[config.mk]
export PLATFORM = sky130hd
export DESIGN_NAME = mem_stage_flat
export DESIGN_NICKNAME = d
export VERILOG_FILES = /design/src/rtl/mem_stage_pkg.sv /design/src/rtl/mem_stage_if.sv /design/src/rtl/mem_align.sv /design/src/rtl/mem_stage.sv /design/src/flat_wrapper.sv
export SDC_FILE = /design/constraint.sdc
export NUM_CORES = 1
export LEC_CHECK = 0
export ABC_CLOCK_PERIOD_IN_PS = 2900
export BUFFER_PORTS_ARGS = -buffer_cell sky130_fd_sc_hd__buf_2
export CORE_AREA = 3 3 120 122
export CTS_CLUSTER_SIZE = 40
export DETAILED_ROUTE_END_ITERATION = 16
export DIE_AREA = 0 0 123 125
export PLACE_DENSITY_LB_ADDON = 0.1
export SLEW_MARGIN = 20
export SYNTH_ARGS = -nofsm -noshare
export SYNTH_HDL_FRONTEND = slang
export SYNTH_HIERARCHICAL = 1
export SYNTH_SLANG_ARGS = --single-unit
[constraint.sdc]
create_clock -name clk -period 2.9 [get_ports clk]
set_clock_uncertainty 0.15 [all_clocks]
set_input_delay 0.435 -clock clk [delete_from_list [all_inputs] [get_ports clk]]
set_output_delay 0.435 -clock clk [all_outputs]
set_load 0.02 [all_outputs]
[src/rtl/mem_stage_pkg.sv]
// mem_stage_pkg
// Shared definitions for the memory-access stage: operation codes, reset /
// stall / write-enable levels, FSM state encoding, and small op-class helpers.
package mem_stage_pkg;

  localparam logic RST_ENABLE    = 1'b1;
  localparam logic STALL_ENABLE  = 1'b1;
  localparam logic STALL_DISABLE = 1'b0;
  localparam logic WRITE_ENABLE  = 1'b1;
  localparam logic WRITE_DISABLE = 1'b0;

  localparam logic [7:0] OP_NULL = 8'h00;
  localparam logic [7:0] OP_ADD  = 8'h01;
  localparam logic [7:0] OP_LB   = 8'h20;
  localparam logic [7:0] OP_LH   = 8'h21;
  localparam logic [7:0] OP_LW   = 8'h23;
  localparam logic [7:0] OP_LBU  = 8'h24;
  localparam logic [7:0] OP_LHU  = 8'h25;
  localparam logic [7:0] OP_SB   = 8'h28;
  localparam logic [7:0] OP_SH   = 8'h29;
  localparam logic [7:0] OP_SW   = 8'h2B;

  typedef enum logic [1:0] {
    MEM_IDLE = 2'b00,
    MEM_BUSY = 2'b01,
    MEM_DONE = 2'b10
  } mem_state_e;

  function automatic logic is_store_op(input logic [7:0] op);
    return (op == OP_SB) || (op == OP_SH) || (op == OP_SW);
  endfunction

  function automatic logic is_load_op(input logic [7:0] op);
    return (op == OP_LB) || (op == OP_LBU) || (op == OP_LH) ||
           (op == OP_LHU) || (op == OP_LW);
  endfunction

  function automatic logic is_mem_op(input logic [7:0] op);
    return is_load_op(op) || is_store_op(op);
  endfunction

endpackage

[src/rtl/mem_stage_if.sv]
// mem_stage_if
// Data-memory bus between the memory stage (master) and the memory (slave).
//   req   : request, held until the cycle after ack
//   we    : write strobe, valid with req
//   addr  : word-aligned byte address
//   sel   : byte-lane enables, lane i = bits 8i+7:8i
//   wdata : store data, replicated into lanes
//   ack   : single-cycle acknowledge from the slave
//   rdata : read data, valid with ack
interface mem_stage_if;
  logic        req;
  logic        we;
  logic [31:0] addr;
  logic [3:0]  sel;
  logic [31:0] wdata;
  logic        ack;
  logic [31:0] rdata;

  modport master (
    output req, we, addr, sel, wdata,
    input  ack, rdata
  );

  modport slave (
    input  req, we, addr, sel, wdata,
    output ack, rdata
  );
endinterface

[src/rtl/mem_align.sv]
// mem_align
// Combinational byte-lane logic for the memory stage.
//   op         : operation code in MEM
//   addr_lo    : low two address bits
//   store_data : raw store operand
//   load_word  : latched 32-bit word returned by the bus
//   load_data  : extracted and sign/zero-extended load result
//   sel        : byte-lane enables for the access size and lane
//   wdata      : store data replicated into every lane of its size
//   misaligned : halfword on an odd address, or word not on a 4-byte boundary
module mem_align
  import mem_stage_pkg::*;
(
  input  logic [7:0]  op,
  input  logic [1:0]  addr_lo,
  input  logic [31:0] store_data,
  input  logic [31:0] load_word,
  output logic [31:0] load_data,
  output logic [3:0]  sel,
  output logic [31:0] wdata,
  output logic        misaligned
);

  logic [7:0]  lane_byte;
  logic [15:0] lane_half;
  logic [3:0]  half_sel;

  always_comb begin
    lane_byte = load_word[{addr_lo, 3'b000} +: 8];
    lane_half = addr_lo[1] ? load_word[31:16] : load_word[15:0];
    half_sel  = addr_lo[1] ? 4'b1100 : 4'b0011;
  end

  always_comb begin
    load_data  = load_word;
    sel        = 4'b0000;
    wdata      = store_data;
    misaligned = 1'b0;
    case (op)
      OP_LB, OP_LBU, OP_SB: begin
        sel   = 4'b0001 << addr_lo;
        wdata = {4{store_data[7:0]}};
        if (op == OP_LB) load_data = {{24{lane_byte[7]}}, lane_byte};
        else             load_data = {24'h0, lane_byte};
      end
      OP_LH, OP_LHU, OP_SH: begin
        misaligned = addr_lo[0];
        sel        = half_sel;
        wdata      = {2{store_data[15:0]}};
        if (op == OP_LH) load_data = {{16{lane_half[15]}}, lane_half};
        else             load_data = {16'h0, lane_half};
      end
      OP_LW, OP_SW: begin
        misaligned = |addr_lo;
        sel        = 4'b1111;
      end
      default: ;
    endcase
  end

endmodule

[src/rtl/mem_stage.sv]
// mem_stage
// Memory-access stage. Runs loads/stores on the data bus with a req/ack
// handshake, holds the pipeline via stallreq_mem while a transaction is open,
// and presents write-back fields to MEM/WB. Non-memory ops pass straight
// through combinationally.
//   clk, rst        : clock, synchronous active-high reset
//   stall           : stall vector; bit 4 holds MEM/WB
//   mem_*           : EX/MEM register contents (op, address/ALU result,
//                     store data, write enable/address/data)
//   dmem            : data-memory bus, master side (bus outputs registered)
//   stallreq_mem    : stall request while a transaction is in flight
//   wb_*            : write-back fields to MEM/WB
//   mem_misaligned  : misaligned-access flag to the exception logic
//
// state | meaning
// IDLE  | no transaction; an aligned memory op loads the bus and requests a stall
// BUSY  | request on the bus, fields held stable, waiting for ack
// DONE  | read data latched; result presented until MEM/WB is released
module mem_stage
  import mem_stage_pkg::*;
(
  input  logic               clk,
  input  logic               rst,
  input  logic [5:0]         stall,
  input  logic [31:0]        mem_instr,
  input  logic [7:0]         mem_op,
  input  logic [31:0]        mem_reg1,
  input  logic [31:0]        mem_reg2,
  input  logic               mem_we,
  input  logic [4:0]         mem_write_addr,
  input  logic [31:0]        mem_write_instr,
  mem_stage_if.master        dmem,
  output logic               stallreq_mem,
  output logic               wb_we,
  output logic [4:0]         wb_write_addr,
  output logic [31:0]        wb_write_data,
  output logic               mem_misaligned
);

  mem_state_e  state_q, state_d;
  logic        req_q, we_q;
  logic [31:0] addr_q, wdata_q, rdata_q;
  logic [3:0]  sel_q;

  logic        mem_access, store_access, issue, load_bus;
  logic [31:0] load_data, lane_wdata;
  logic [3:0]  lane_sel;
  logic        misaligned_raw;

  // The instruction word and the other stall bits are not needed here.
  logic unused_inputs;
  assign unused_inputs = ^{mem_instr, stall[5], stall[3:0]};

  mem_align u_align (
    .op         (mem_op),
    .addr_lo    (mem_reg1[1:0]),
    .store_data (mem_reg2),
    .load_word  (rdata_q),
    .load_data  (load_data),
    .sel        (lane_sel),
    .wdata      (lane_wdata),
    .misaligned (misaligned_raw)
  );

  assign mem_access   = is_mem_op(mem_op);
  assign store_access = is_store_op(mem_op);
  assign issue        = mem_access && !misaligned_raw;

  always_comb begin
    state_d      = state_q;
    stallreq_mem = 1'b0;
    load_bus     = 1'b0;
    case (state_q)
      MEM_IDLE: begin
        if (issue) begin
          stallreq_mem = 1'b1;
          load_bus     = 1'b1;
          state_d      = MEM_BUSY;
        end
      end
      MEM_BUSY: begin
        stallreq_mem = 1'b1;
        if (dmem.ack) state_d = MEM_DONE;
      end
      MEM_DONE: begin
        if (stall[4] == STALL_DISABLE) state_d = MEM_IDLE;
      end
      default: state_d = MEM_IDLE;
    endcase
  end

  always_ff @(posedge clk) begin
    if (rst == RST_ENABLE) begin
      state_q <= MEM_IDLE;
      req_q   <= 1'b0;
      we_q    <= 1'b0;
      addr_q  <= 32'h0;
      sel_q   <= 4'h0;
      wdata_q <= 32'h0;
      rdata_q <= 32'h0;
    end else begin
      state_q <= state_d;
      if (load_bus) begin
        req_q   <= 1'b1;
        we_q    <= store_access;
        addr_q  <= {mem_reg1[31:2], 2'b00};
        sel_q   <= lane_sel;
        wdata_q <= lane_wdata;
      end else if (state_q == MEM_BUSY && dmem.ack) begin
        // Address/lanes stay put after the handshake; only the strobes drop.
        req_q   <= 1'b0;
        we_q    <= 1'b0;
        rdata_q <= dmem.rdata;
      end
    end
  end

  assign dmem.req   = req_q;
  assign dmem.we    = we_q;
  assign dmem.addr  = addr_q;
  assign dmem.sel   = sel_q;
  assign dmem.wdata = wdata_q;

  // A misaligned access is squashed here; the exception logic takes it from
  // mem_misaligned. Stores keep whatever enable EX supplied (normally 0).
  always_comb begin
    mem_misaligned = mem_access && misaligned_raw;
    wb_write_addr  = mem_write_addr;
    wb_we          = mem_misaligned ? WRITE_DISABLE : mem_we;
    wb_write_data  = mem_write_instr;
    if (state_q == MEM_DONE && is_load_op(mem_op)) wb_write_data = load_data;
  end

endmodule

[src/flat_wrapper.sv]
// flat-port wrapper written by rule: the top's interface ports become plain ports
module mem_stage_flat import mem_stage_pkg::*;
  (clk, rst, stall, mem_instr, mem_op, mem_reg1, mem_reg2, mem_we, mem_write_addr, mem_write_instr, stallreq_mem, wb_we, wb_write_addr, wb_write_data, mem_misaligned, dmem_req, dmem_we, dmem_addr, dmem_sel, dmem_wdata, dmem_ack, dmem_rdata);
  mem_stage_if dmem_i ();
  input  logic clk;
  input  logic rst;
  input  logic [5:0] stall;
  input  logic [31:0] mem_instr;
  input  logic [7:0] mem_op;
  input  logic [31:0] mem_reg1;
  input  logic [31:0] mem_reg2;
  input  logic mem_we;
  input  logic [4:0] mem_write_addr;
  input  logic [31:0] mem_write_instr;
  output logic stallreq_mem;
  output logic wb_we;
  output logic [4:0] wb_write_addr;
  output logic [31:0] wb_write_data;
  output logic mem_misaligned;
  output wire logic [$bits(dmem_i.req)-1:0] dmem_req;
  output wire logic [$bits(dmem_i.we)-1:0] dmem_we;
  output wire logic [$bits(dmem_i.addr)-1:0] dmem_addr;
  output wire logic [$bits(dmem_i.sel)-1:0] dmem_sel;
  output wire logic [$bits(dmem_i.wdata)-1:0] dmem_wdata;
  input wire logic [$bits(dmem_i.ack)-1:0] dmem_ack;
  input wire logic [$bits(dmem_i.rdata)-1:0] dmem_rdata;
  assign dmem_req = dmem_i.req;
  assign dmem_we = dmem_i.we;
  assign dmem_addr = dmem_i.addr;
  assign dmem_sel = dmem_i.sel;
  assign dmem_wdata = dmem_i.wdata;
  assign dmem_i.ack = dmem_ack;
  assign dmem_i.rdata = dmem_rdata;
  mem_stage u_core (.clk(clk), .rst(rst), .stall(stall), .mem_instr(mem_instr), .mem_op(mem_op), .mem_reg1(mem_reg1), .mem_reg2(mem_reg2), .mem_we(mem_we), .mem_write_addr(mem_write_addr), .mem_write_instr(mem_write_instr), .dmem(dmem_i), .stallreq_mem(stallreq_mem), .wb_we(wb_we), .wb_write_addr(wb_write_addr), .wb_write_data(wb_write_data), .mem_misaligned(mem_misaligned));
endmodule
Word-level counts from Yosys, hierarchy flattened
Index checks and enable logic that the tools add are counted.

storage, ports and cells
  flip-flop bits (word level) = 102
  output and inout port bits = 110
  logic and storage cells = 63

cells by class
  equality and inequality tests = 13
  shift-type cells = 2
  multiplexer cells = 20
  bitwise gates (word level) = 1
  reduce and logical (&&, ||, !) cells = 20

operators with widths
  kind                                                                    count
  32-bit case mux with 2 select lines                                     2
  32-bit two-way mux                                                      3
  8-bit by 6-bit equality test with 1-bit output (second input constant)  8
  32-bit by 6-bit variable part select with 8-bit output                  1
  16-bit two-way mux                                                      1
  4-bit case mux with 3 select lines                                      1
  1-bit logical OR                                                        7
  1-bit two-way mux                                                       6
  2-bit two-way mux                                                       3
  2-bit case mux with 3 select lines                                      1
  3-bit OR reduction                                                      2
  1-bit logical AND                                                       4
  4-bit two-way mux                                                       1
  2-bit != test (second input constant)                                   2
  1-bit case mux with 2 select lines                                      2
  2-bit OR reduction                                                      2
  1-bit by 2-bit << shifter with 4-bit output (first input constant)      1
  3-bit AND reduction                                                     1
  2-bit by 1-bit equality test with 1-bit output (second input constant)  1
  2-bit equality test (second input constant)                             1
  2-bit zero test                                                         1
  2-bit by 1-bit != test with 1-bit output (second input constant)        1
  2-bit AND reduction                                                     1
  2-bit nonzero test                                                      1
  2 further kinds                                                         2

Longest topological paths before layout
  depth after elaboration = 11
  mapped depth = 10
  gate-level depth less buffers = 7

Modules after synthesis
Netlist, hierarchy kept.

by module, submodules not included
  module     instances  cells an instance  area an instance (µm²)
  mem_stage  1          501                4795.8
  mem_align  1          226                1430.1

Least setup slack after synthesis
OpenSTA, ideal clock, no wires.

  path type = input to output
  start = input port mem_reg1[1]
  end = output port wb_write_data[10]
  data arrival time = 1887 ps
  data required time = 2315 ps
  path slack = 428 ps
  stages on the path = 6
  path through = buf_6 > mux4_2 > and3_4 > buf_6 > a221o_1 > mux2_2

on the way
  cells in the longest elaborated chain, start to end = 4

RTL lines
  item                                                                                                 line                              RTL
  start: declaration                                                                                   flat_wrapper.sv:10                input logic [31:0] mem_reg1;
  32-bit by 6-bit variable part select with 8-bit output / 16-bit two-way mux (equally long branches)  mem_align.sv:29, mem_align.sv:30
  32-bit two-way mux, on equally long branches                                                         mem_align.sv:43, mem_align.sv:50
  32-bit case mux with 2 select lines *                                                                mem_align.sv:39                   case (op)
  named net u_core.load_data[10]                                                                       mem_stage.sv:46                   logic [31:0] load_data, lane_wdata;
  32-bit two-way mux *                                                                                 mem_stage.sv:131                  if (state_q == MEM_DONE && is_load_op(mem_op)) wb_write_data = load_data;
  end: declaration                                                                                     flat_wrapper.sv:18                output logic [31:0] wb_write_data;

Mark *: on every way through the listed nets, which the timed path passes. The rest lies on a longest branch.

Final worst setup path
  start = register u_core.rdata_q[31]
  end = output port wb_write_data[15]

on the way
  cells in the longest elaborated chain, start to end = 4

RTL lines
  item                                                                                                 line                              RTL
  start: declaration                                                                                   mem_stage.sv:42                   logic [31:0] addr_q, wdata_q, rdata_q;
  start signal: assignment                                                                             mem_stage.sv:113                  rdata_q <= dmem.rdata;
  32-bit by 6-bit variable part select with 8-bit output / 16-bit two-way mux (equally long branches)  mem_align.sv:29, mem_align.sv:30
  32-bit two-way mux, on equally long branches                                                         mem_align.sv:43, mem_align.sv:50
  32-bit case mux with 2 select lines *                                                                mem_align.sv:39
  named net u_core.load_data[15]                                                                       mem_stage.sv:46
  32-bit two-way mux *                                                                                 mem_stage.sv:131

Marked as above.

==> flow_metrics.tcl <==
set metrics [dict create \
    status "finished clean" \
    ys_seq_area_share_pct 32.8 \
    core-area_um2 13300 \
    cp_slowest_cell "mux4_2" \
    clockBufferDepth 2 \
    wl_per_cell_um 15.4 \
    vias_per_cell 5.05 \
    drt_iter0_markers 374 \
    synthMuxAreaShare_pct 22.2 \
    worstRegToRegCells 4 \
    synth_cells 727 \
    vias 5584 \
    async_reset_ff_share_pct 0 \
    ir_drop_uv 254 \
    die_w_um 123 \
    ys_top_cells_by_area "dfxtp_1 33%, nand2b_1 14%, mux2i_1 12%, mux2_2 7.2%, nand2_1 6.6%" \
    placed_cells 1089 \
    synth_compound_area_share_pct 9.99 \
    start_util_pct 46.8 \
    synthXorXnorAreaFrac_pct 0 \
    grt_pass1_wl_um 26800 \
    num_rows 42 \
    firstDrtPassIters 5 \
    synth-edff-count 0 \
    routed_wl_um 17100 \
    setup.worst_path.start "u_core/rdata_q[31]" \
    critical_path_depth 5 \
    cts_root_buffer "clkbuf_16" \
    dpl.hpwl_um 12600 \
    yosysMostFrequentCell "nand2b_1" \
    worstSetupPathType "reg2out" \
    r2r-end "u_core/dmem.wdata[7]" \
    grt_max_degree 77 \
    cp_max_fo 8 \
    grt_usage_pct 21.6 \
    crit_family "multiplexers" \
    rsz0062_at_grt "false" \
    startpoint_type "flip-flop" \
    drv_cap 0 \
    synth_top_area_share_pct 32.8 \
    crit_buf_inv 1 \
    final_cells 1106 \
    final.min_clock_period_ns 2.74 \
    avgSynthCellArea_um2 8.56 \
    cts_num_sinks 102 \
    cts_resized 0 \
    worst_ep_required_time_ns 2.32 \
    place_ws_ns 0.0739 \
    slew_violations 0 \
    hold_violations 0 \
    cp_cell_sequence "mux4_2, and3_4, a221o_1, mux2_2, buf_2" \
    cts_tree "built" \
    synth_ff_type "dfxtp_1" \
    worstPathArrival_ns 2.15 \
    synth_cell_types 43 \
    r2r_setup_slack_ns 0.96 \
    finalInstanceArea_um2 7660 \
    syn_to_final_growth_pct 23.1 \
    port_buffers 243 \
    setup_ws_ns 0.164 \
    max_freq_mhz 365 \
    ant_nets 0 \
    postCtsHoldBufs 0 \
    grt_pass1_vias 5381 \
    place_area_um2 7380 \
    ios 293 \
    period_share_pct 94.3 \
    clk-insertion-delay-late_ns 0.35 \
    fp.dieH_um 125 \
    grt_antenna_before_repair 2 \
    cts_setup_buffers 0 \
    synth_area_um2 6230 \
    grt_overflow_total 0 \
    endpoint "wb_write_data[15]" \
    yosysWarnings 6 \
    final.setup.tns_ns 0 \
    synth_top_area_cell "dfxtp_1" \
    nNetsFinal 1108 \
    drc 0 \
    pwr_density_cell_nw_per_um2 391 \
    crit_path_end_kind "output port" \
    htree_num_levels 3 \
    synth_top_family_by_area "simple AND/OR/NAND/NOR gates" \
    drive_above_1_share_pct 35.7 \
    cts_buffers 9 \
    p_leak_uw 0.00326 \
    synth_top_cells_by_count "143 x nand2b_1, 110 x nand2_1, 102 x dfxtp_1" \
    critPathMaxStageDelay_ns 0.50 \
    synth_seq_cells 102 \
    clk_pin_slew_worst_paths_ns 0.07 \
    min_path_type "in2reg" \
    r2r_start "u_core/state_q[1]" \
    setup_viol 0 \
    dieArea_um2 15400 \
    synth-simple-area-share_pct 26.6 \
    yosys.area_share.adder_pct 0 \
    gp_congestion 0.819 \
]
[cell families (layout without fill, tap and decap cells)]
family / Yosys count / after routing
AO/OA/AOI/OAI: 103 / 103
AND/OR/NAND/NOR: 313 / 313
buffers and inverters: 85 / 285
multiplexers: 123 / 123
flip-flops: 102 / 102
other: 1 / 4
[metrics by stage]
step	util, %	hold slack, ns	total power [µW]
3_3_place_gp	55.5	0.294	1880
3_5_place_dp	55.5	0.295	1890
2_1_floorplan	-	0.304	1730
4_1_cts	57.5	0.136	3040
5_1_grt	57.6	0.157	3130
6_report	57.6	0.151	3000
[placed cells by master (no fill, tap or decap), types with 2 or more instances in the layout]
master | synthesis | final
buf_2 | 11 | 242
nand2b_1 | 143 | 143
nand2_1 | 110 | 109
dfxtp_1 | 102 | 102
mux2i_1 | 75 | 75
a21oi_1 | 51 | 51
mux2_2 | 40 | 40
nor2_1 | 28 | 28
o22ai_1 | 15 | 15
buf_4 | 19 | 14
o21ai_0 | 12 | 12
nor3_1 | 11 | 11
inv_1 | 10 | 10
clkbuf_16 | 0 | 9
mux4_2 | 8 | 8
a221o_1 | 8 | 8
a211oi_1 | 8 | 8
buf_12 | 5 | 5
nor2b_1 | 3 | 3
diode_2 | 0 | 2
inv_6 | 0 | 2
nor4b_4 | 2 | 2
a22o_1 | 2 | 2
nand3b_1 | 2 | 2
nand3_1 | 2 | 2
conb_1 | 1 | 2
o31ai_1 | 2 | 2
[metal layers]
metal  GRT usage (%)  wire length, µm  vias up
li1                -                -     2840
met5               0                0        -
met2            36.6             8280      194
met1            27.4             7310     2530
met3            3.30             1150       20
met4            8.14              340        0
[worst min-delay path by stage]
stage | cells past startpoint | slack [ns] | endpoint | start
2_1_floorplan | 2 | 0.30 | u_core/rdata_q[16] | u_core/rdata_q[16]
4_1_cts | 2 | 0.14 | u_core/state_q[0] | stall[4]
3_3_place_gp | 2 | 0.29 | u_core/dmem.req | u_core/dmem.req
3_5_place_dp | 2 | 0.30 | u_core/dmem.req | u_core/dmem.req
5_1_grt | 2 | 0.16 | u_core/state_q[0] | stall[4]
6_report | 2 | 0.15 | u_core/state_q[0] | stall[4]
[power by group]
group / leakage, µW / total [µW] / switching [µW] / internal (µW)
Sequential: 0.000823 / 1420 / 9.19 / 1410
Clock: 0.000135 / 1140 / 542 / 603
Combinational: 0.00230 / 431 / 225 / 206
[worst register-to-register path: stages (launching register included)]
cell and delay, ns:
dfxtp_1 0.37, nor3_1 0.28, and4_4 0.53, buf_12 0.27
mux2i_1 0.25
[area by class of cell]
type	count	area [µm²]
Clock inverter	4	31.3
Timing Repair Buffer	261	1420
Antenna cell	2	5.00
Fill cell	1251	5630
Multi-Input combinational cell	541	3670
Sequential cell	102	2040
Clock buffer	10	239
Inverter	10	37.5
Tap cell	176	220
[state kept, by name, indices dropped and copies added (netlist names)]
signal and count:
u_core/dmem.wdata 32, u_core/rdata_q 32, u_core/dmem.addr 30, u_core/dmem.sel 4, u_core/state_q 2, u_core/dmem.req 1, u_core/dmem.we 1
Power figures use the tool's default switching activity.
